<file path="config.mk">
export PLATFORM = sky130hd
export DESIGN_NAME = fp_alu_arbiter
export DESIGN_NICKNAME = d
export VERILOG_FILES = /design/src/rtl/fp_alu_arbiter.sv
export SDC_FILE = /design/constraint.sdc
export NUM_CORES = 1
export LEC_CHECK = 0
export ABC_AREA = 1
export CORE_MARGIN = 2
export CORE_UTILIZATION = 40
export CTS_BUF_LIST = sky130_fd_sc_hd__clkbuf_2 sky130_fd_sc_hd__clkbuf_4 sky130_fd_sc_hd__clkbuf_8
export DETAILED_ROUTE_END_ITERATION = 10
export PLACE_DENSITY = 0.84
export SLEW_MARGIN = 20
export SYNTH_ARGS = -nofsm -noshare
export SYNTH_HDL_FRONTEND = slang
export SYNTH_SLANG_ARGS = --single-unit
</file>
<file path="constraint.sdc">
create_clock -name clk -period 1.65 [get_ports clk]
set_clock_uncertainty 0.05 [all_clocks]
set_input_delay 0.2475 -clock clk [delete_from_list [all_inputs] [get_ports clk]]
set_output_delay 0.2475 -clock clk [all_outputs]
set_load 0.005 [all_outputs]
</file>
<file path="src/rtl/fp_alu_arbiter.sv">
// Two-requester round-robin front end that sequences one shared combinational FP ALU.
// Latency: accept + EXEC length (1/2/4 cycles) + 1 to rsp_valid; illegal ops respond at accept + 1.
// Backpressure: one transaction in flight; req_ready stays 00 until the response handshakes.
module fp_alu_arbiter #(
    parameter int N = 32,
    parameter int M = 8
) (
    input  logic             clk,
    input  logic             rst,
    input  logic [1:0]       req_valid,
    output logic [1:0]       req_ready,
    input  logic [5:0]       req_op,
    input  logic [2*N-1:0]   req_a,
    input  logic [2*N-1:0]   req_b,
    output logic [2:0]       alu_sel,
    output logic [N-1:0]     alu_a,
    output logic [N-1:0]     alu_b,
    input  logic [N-1:0]     alu_result,
    output logic             rsp_valid,
    input  logic             rsp_ready,
    output logic [N-1:0]     rsp_data,
    output logic             rsp_id,
    output logic             rsp_err,
    output logic             busy
);

    typedef struct packed {
        logic           sign;
        logic [M-1:0]   exp;
        logic [N-M-2:0] frac;
    } fp_t;

    typedef enum logic [1:0] {S_IDLE, S_EXEC, S_RESP} state_t;

    state_t     state_q, state_d;
    logic       last_q;
    logic [1:0] cnt_q;
    logic [2:0] op_q;
    fp_t        a_q, b_q, data_q;
    logic       id_q, err_q;

    logic       any_vld, gnt_idx, fire, op_legal;
    logic [2:0] gnt_op;
    logic [1:0] gnt_cnt;

    // On a tie the requester not served last wins; reset leaves last_q=1 so requester 0 wins first.
    assign any_vld  = |req_valid;
    assign gnt_idx  = (&req_valid) ? ~last_q : req_valid[1];
    assign gnt_op   = gnt_idx ? req_op[5:3] : req_op[2:0];
    assign op_legal = (gnt_op != 3'd0) && (gnt_op <= 3'd5);
    assign fire     = (state_q == S_IDLE) && any_vld;

    always_comb begin
        case (gnt_op)
            3'd3:    gnt_cnt = 2'd1;
            3'd4:    gnt_cnt = 2'd3;
            default: gnt_cnt = 2'd0;
        endcase
    end

    always_ff @(posedge clk) begin
        if (rst) state_q <= S_IDLE;
        else     state_q <= state_d;
    end

    always_comb begin
        state_d = state_q;
        case (state_q)
            S_IDLE:  if (any_vld) state_d = op_legal ? S_EXEC : S_RESP;
            S_EXEC:  if (cnt_q == 2'd0) state_d = S_RESP;
            S_RESP:  if (rsp_ready) state_d = S_IDLE;
            default: state_d = S_IDLE;
        endcase
    end

    always_comb begin
        req_ready = 2'b00;
        alu_sel   = 3'd0;
        alu_a     = '0;
        alu_b     = '0;
        if (state_q == S_IDLE && any_vld) req_ready[gnt_idx] = 1'b1;
        if (state_q == S_EXEC) begin
            alu_sel = op_q;
            alu_a   = a_q;
            alu_b   = b_q;
        end
    end

    assign rsp_valid = (state_q == S_RESP);
    assign busy      = (state_q != S_IDLE);
    assign rsp_data  = data_q;
    assign rsp_id    = id_q;
    assign rsp_err   = err_q;

    always_ff @(posedge clk) begin
        if (rst) begin
            last_q <= 1'b1;
            cnt_q  <= 2'd0;
            op_q   <= 3'd0;
            a_q    <= '0;
            b_q    <= '0;
            data_q <= '0;
            id_q   <= 1'b0;
            err_q  <= 1'b0;
        end else if (fire) begin
            last_q <= gnt_idx;
            op_q   <= gnt_op;
            a_q    <= gnt_idx ? req_a[2*N-1:N] : req_a[N-1:0];
            b_q    <= gnt_idx ? req_b[2*N-1:N] : req_b[N-1:0];
            id_q   <= gnt_idx;
            cnt_q  <= gnt_cnt;
            if (!op_legal) begin
                data_q <= '0;
                err_q  <= 1'b1;
            end
        end else if (state_q == S_EXEC) begin
            if (cnt_q != 2'd0) begin
                cnt_q <= cnt_q - 2'd1;
            end else begin
                data_q <= alu_result;
                err_q  <= 1'b0;
            end
        end
    end

endmodule

</file>
* After elaboration in Yosys (flattened, before gate mapping)
Index checks and enable logic that the tools add are counted.
** Operators by class
- Add/sub/neg operators :: 1
- $lt $le $gt $ge :: 3
- Equality and inequality tests :: 9
- Mux-type cells :: 27
- Bitwise gates (word level) :: 1
- Reduce and logical (&&, ||, !) cells :: 15
** Operator list (number)
- $mux W32 :: 8
- $mux W2 :: 8
- $ne A2 B2 Y1 const B :: 4
- $reduce_bool A2 Y1 :: 4
- $mux W1 :: 6
- $mux W3 :: 2
- $pmux W2 S3 :: 1
- $reduce_and A3 Y1 :: 2
- $logic_not A2 Y1 :: 2
- $pmux W2 S2 :: 1
- $reduce_and A2 Y1 :: 2
- $eq A3 B2 Y1 const B :: 1
- $eq A3 B3 Y1 const B :: 1
- $le A3 B3 Y1 const B :: 1
- $logic_and A1 B1 Y1 :: 3
- $reduce_bool A3 Y1 :: 1
- $eq A2 B1 Y1 const B :: 1
- $eq A2 B2 Y1 const B :: 1
- $lt A1 B2 Y1 const B :: 1
- $ne A2 B1 Y1 const B :: 1
- $reduce_or A2 Y1 :: 1
- $sub A2 B1 Y2 const B :: 1
- $demux W1 S1 :: 1
- $ge A1 B1 Y1 const B :: 1
- $not A1 Y1 :: 1
** Word-level totals
- Register bits after elaboration :: 106
- Input bits :: 171
- Output and inout bits :: 105
- Logic and storage cells :: 71

* Longest topological paths before layout
- Depth in word-level cells :: 8
- Depth in mapped cells :: 10
- Depth with buffers taken out :: 10

* Worst setup path before layout
No wires, ideal clock.
- Kind :: register -> output
- From :: register state_q[0]
- To :: output port alu_a[0]
- Arrival :: 1.118 ns
- Data required time :: 1.352 ns
- Slack :: 0.235 ns
- Stages on the path, launching flop included :: 7
- Buffers on the path :: 2
- Path through :: dfxtp_1 > inv_2 > nor2_1 > inv_2 > clkbuf_1 > buf_1 > nor2_1
** On the way
- Cells in the longest elaborated chain, start to end :: 2
** RTL lines
- from (decl) :: RTL line 35 : state_t state_q, state_d;
- from (signal assigned) :: RTL line 63 : else state_q <= state_d;
- $eq A2 B1 Y1 :: RTL line 82 : if (state_q == S_EXEC) begin
- $mux W32 :: RTL line 82
- to (decl) :: RTL line 16 : output logic [N-1:0] alu_a,
No other way between the ends.

* Worst setup path in the final report
- From :: register state_q[0]
- To :: register data_q (netlist bit rsp_data[8])
** On the way
- Cells in the longest elaborated chain, start to end :: 4
- Elaborated cells on any way between the ends :: 8
- Those cells by class :: 3 x eq/ne; 1 x mux; 4 x reduce/logical
** RTL lines
- $logic_not A2 Y1 :: RTL line 51 : assign fire = (state_q == S_IDLE) && any_vld;
- $logic_and A1 B1 Y1 :: RTL line 51
- $ne A2 B2 Y1 (no source line) / $reduce_bool A2 Y1 (equally long branches)
- $reduce_and A3 Y1 (no source line)
- to (signal assigned) :: RTL line 120 : data_q <= alu_result;
- to (decl) :: RTL line 39 : fp_t a_q, b_q, data_q;
Parallel ways exist; a longest one is shown, timed or not.
A chain may end at the register's enable or synchronous reset.

==> flow_metrics.tcl <==
set metrics [dict create \
    final.period_utilization_pct 112.3 \
    synth_cell_type_count 21 \
    layout-drive-gt1-share_pct 28.49 \
    port-buffer-count 275 \
    drt_wl_total_um 21320 \
    die_area_um2 13000 \
    clock_tree.buffer_depth 2 \
    dr.pass1.iters 5 \
    ys_warn_count 0 \
    path_class "reg2reg" \
    hold_viol 0 \
    drv_slew 0 \
    crit_required_ps 1880 \
    routabilityCongestion 0.8180 \
    path_max_fanout 4 \
    final_nets 1206 \
    max_freq_ghz 0.5397 \
    grt_start_max_net_pins 47 \
    synthTopCellsByArea "dfxtp_1 (44%), nand2_1 (13%), nor2_1 (7.4%)" \
    gr-usage-all-layers_pct 24.72 \
    p_sw_w 0.003056 \
    violations "setup timing" \
    globalRoute.totalOverflow 0 \
    drv_cap 0 \
    r2r_start "state_q[0]$_SDFFE_PP0P_" \
    ys.flop_type "dfxtp_1" \
    numCtsBuffers 9 \
    cts_tree "built" \
    setup_viol 104 \
    fillers 815 \
    setup_ws_ps -203.0 \
    core-area_um2 11910 \
    ios 276 \
    ir_worst_vdd_v 0.0006597 \
    final_common_cell "clkdlybuf4s50_1" \
    clkPwrFrac_pct 18.5 \
    yosysTopAreaCell "dfxtp_1" \
    synth_top_area_share_pct 43.84 \
    synth_seq_cells 106 \
    path_cells "inv_2, nor2_4, clkinvlp_4, buf_6, buf_6, nor2_4, buf_12, buf_8, clkbuf_16, nand3_2, a21oi_2" \
    crit_slowest_cell "dfxtp_2" \
    min_period_ps 1853 \
    antenna_left 0 \
    min_from "rst" \
    insertion_delay_ps 360 \
    dieHeight_um 114.0 \
    antennaDiodeCount 0 \
    dpl.hpwl_um 11990 \
    num_rows 40 \
    grt_pass1_vias 5385 \
    synth_nets 890 \
    path_clk_slew_ps 120 \
    critPathArrivalTime_ps 2080 \
    power.internal_w 0.005388 \
    rsz0062_at_grt "true" \
    seqPwrFrac_pct 36.0 \
    synth_edf_count 0 \
    syn_inst 718 \
    p_per_area_nw_per_um2 918.1 \
    run_status "complete, but fails checks" \
    numPlacedInstances 1133 \
    start_util_pct 40.64 \
    num_vias 6221 \
    final_cells 1186 \
    endpoint_kind "flop" \
    syn_area_um2 4841 \
    power.share.switching_pct 36.19 \
    synth_area_per_cell_um2 6.742 \
    crit_start "state_q[0]$_SDFFE_PP0P_" \
    pwr-share-comb_pct 45.6 \
    die_x_um 114.0 \
    grt_pass1_wl_um 26150 \
    antenna_found_initial 0 \
    worstHoldPathType "in2reg" \
    cp-start-kind "flop" \
    tightestPinTransition_ps 395.8 \
    via_per_inst 5.245 \
    area_delta_synth_final_pct 89.97 \
    critPathMaxStageDelay_ps 350 \
    cts.htree.levels 3 \
    route.detailed.drc 0 \
    finish.utilization_pct 77.21 \
    wl_per_cell_um 17.98 \
    postSynth.asyncResetShare_pct 0 \
    cts_root_buf "clkbuf_8" \
    p_leak_nw 3.628 \
    numClockSinks 106 \
    relSlewSlack_pct 73.61 \
    layout_common_cells "clkdlybuf4s50_1 (202), nand2_1 (165), dfxtp_1 (104)" \
    drt-initial-drc-count 464 \
    yosysSeqAreaShare_pct 43.84 \
]
logic make-up (layout without fill, tap and decap cells):
group,Yosys count,count (layout),synth area share [%]
buffers and inverters,136,457,12.25
AO/OA/AOI/OAI,134,134,14.89
flip-flops,106,106,43.84
adder cells (fa/ha/maj),1,1,0.2584
AND/OR/NAND/NOR,341,341,28.77
worst max-delay path, delay by kind of cell (launching register included):
family / cells / cell delay [ps]
AO/OA/AOI/OAI: 1 / 180
flip-flops: 1 / 350
buffers and inverters: 7 / 830
AND/OR/NAND/NOR: 3 / 370
sequential cells by signal (all words and copies together), names as in the netlist, 2 cells and up:
signal    count
a_q          32
op_q          3
rsp_data     32
cnt_q         2
b_q          32
state_q       2
metal layers:
metal / GRT usage [%] / routed length, um / vias up / part of all wire (%)
met5: 0 / 0 / - / 0
met4: 6.748 / 770 / 0 / 3.6
met3: 6.536 / 1853 / 56 / 8.7
met2: 44.40 / 11020 / 320 / 52
met1: 29.04 / 7677 / 2918 / 36
li1: - / - / 2927 / -
power by group through the flow:
stage               registers [W]  clock network, W  logic [W]
floorplan                 0.00305                 0    0.00136
global placement          0.00307                 0    0.00255
detailed placement        0.00307                 0    0.00259
CTS                       0.00302           0.00157    0.00270
global route              0.00307           0.00167    0.00410
finish                    0.00304           0.00156    0.00385
path summary, 6_finish.rpt:
path | depth (start not counted) | end | slack (ps)
hold reg to reg | 2 | rsp_id$_SDFFE_PP0P_ | 420
hold / removal | 3 | last_q$_SDFFE_PP1P_ | 290
setup / recovery | 11 | rsp_data[8]$_SDFFE_PP0P_ | -200
setup reg to reg | 11 | rsp_data[8]$_SDFFE_PP0P_ | -200
final cells by class:
cell class	count	area, um^2	share of cell area, %
clock buffer	11	138.9	1.510
clock inverter	5	45.04	0.4898
inverter	84	349.1	3.796
timing repair inverter	1	7.507	0.08163
multi-input combinational	476	2684	29.18
timing repair buffer	356	3664	39.84
tap	147	183.9	2.000
sequential	106	2125	23.10
per-stage QoR:
step                      instance area, um^2  setup WS (ps)  power (W)  TNS, ps  hold slack, ps
after floorplan                          4841          234.7   0.004406        0           335.3
after global placement                   7903         -344.5   0.005613   -29520           400.0
after detailed placement                 7903         -403.8   0.005668   -34740           397.4
after CTS                                8011         -275.8   0.007293    -9885           279.6
after global routing                     9196         -240.0   0.008837   -16170           316.2
final                                    9196         -203.0   0.008443    -9160           290.3
synth_stat cells (2+ instances only):
cell type / instances
nand2_1: 169
dfxtp_1: 106
nor2_1: 96
inv_1: 78
nand3_1: 69
a21oi_1: 63
a31oi_1: 40
o21ai_0: 31
clkbuf_1: 21
buf_2: 15
buf_6: 6
inv_2: 6
buf_1: 5
buf_4: 5
nand2_2: 2
repair_timing:
action / CTS / global route
gates resized for setup: 318 / 191
setup endpoints to repair: 83 / 150
pin swaps: 5 / 30
hold buffers: 0 / 0
setup buffers: 8 / 13
cloned: 1 / 19
Note: power is estimated with default switching activity, not from simulation.
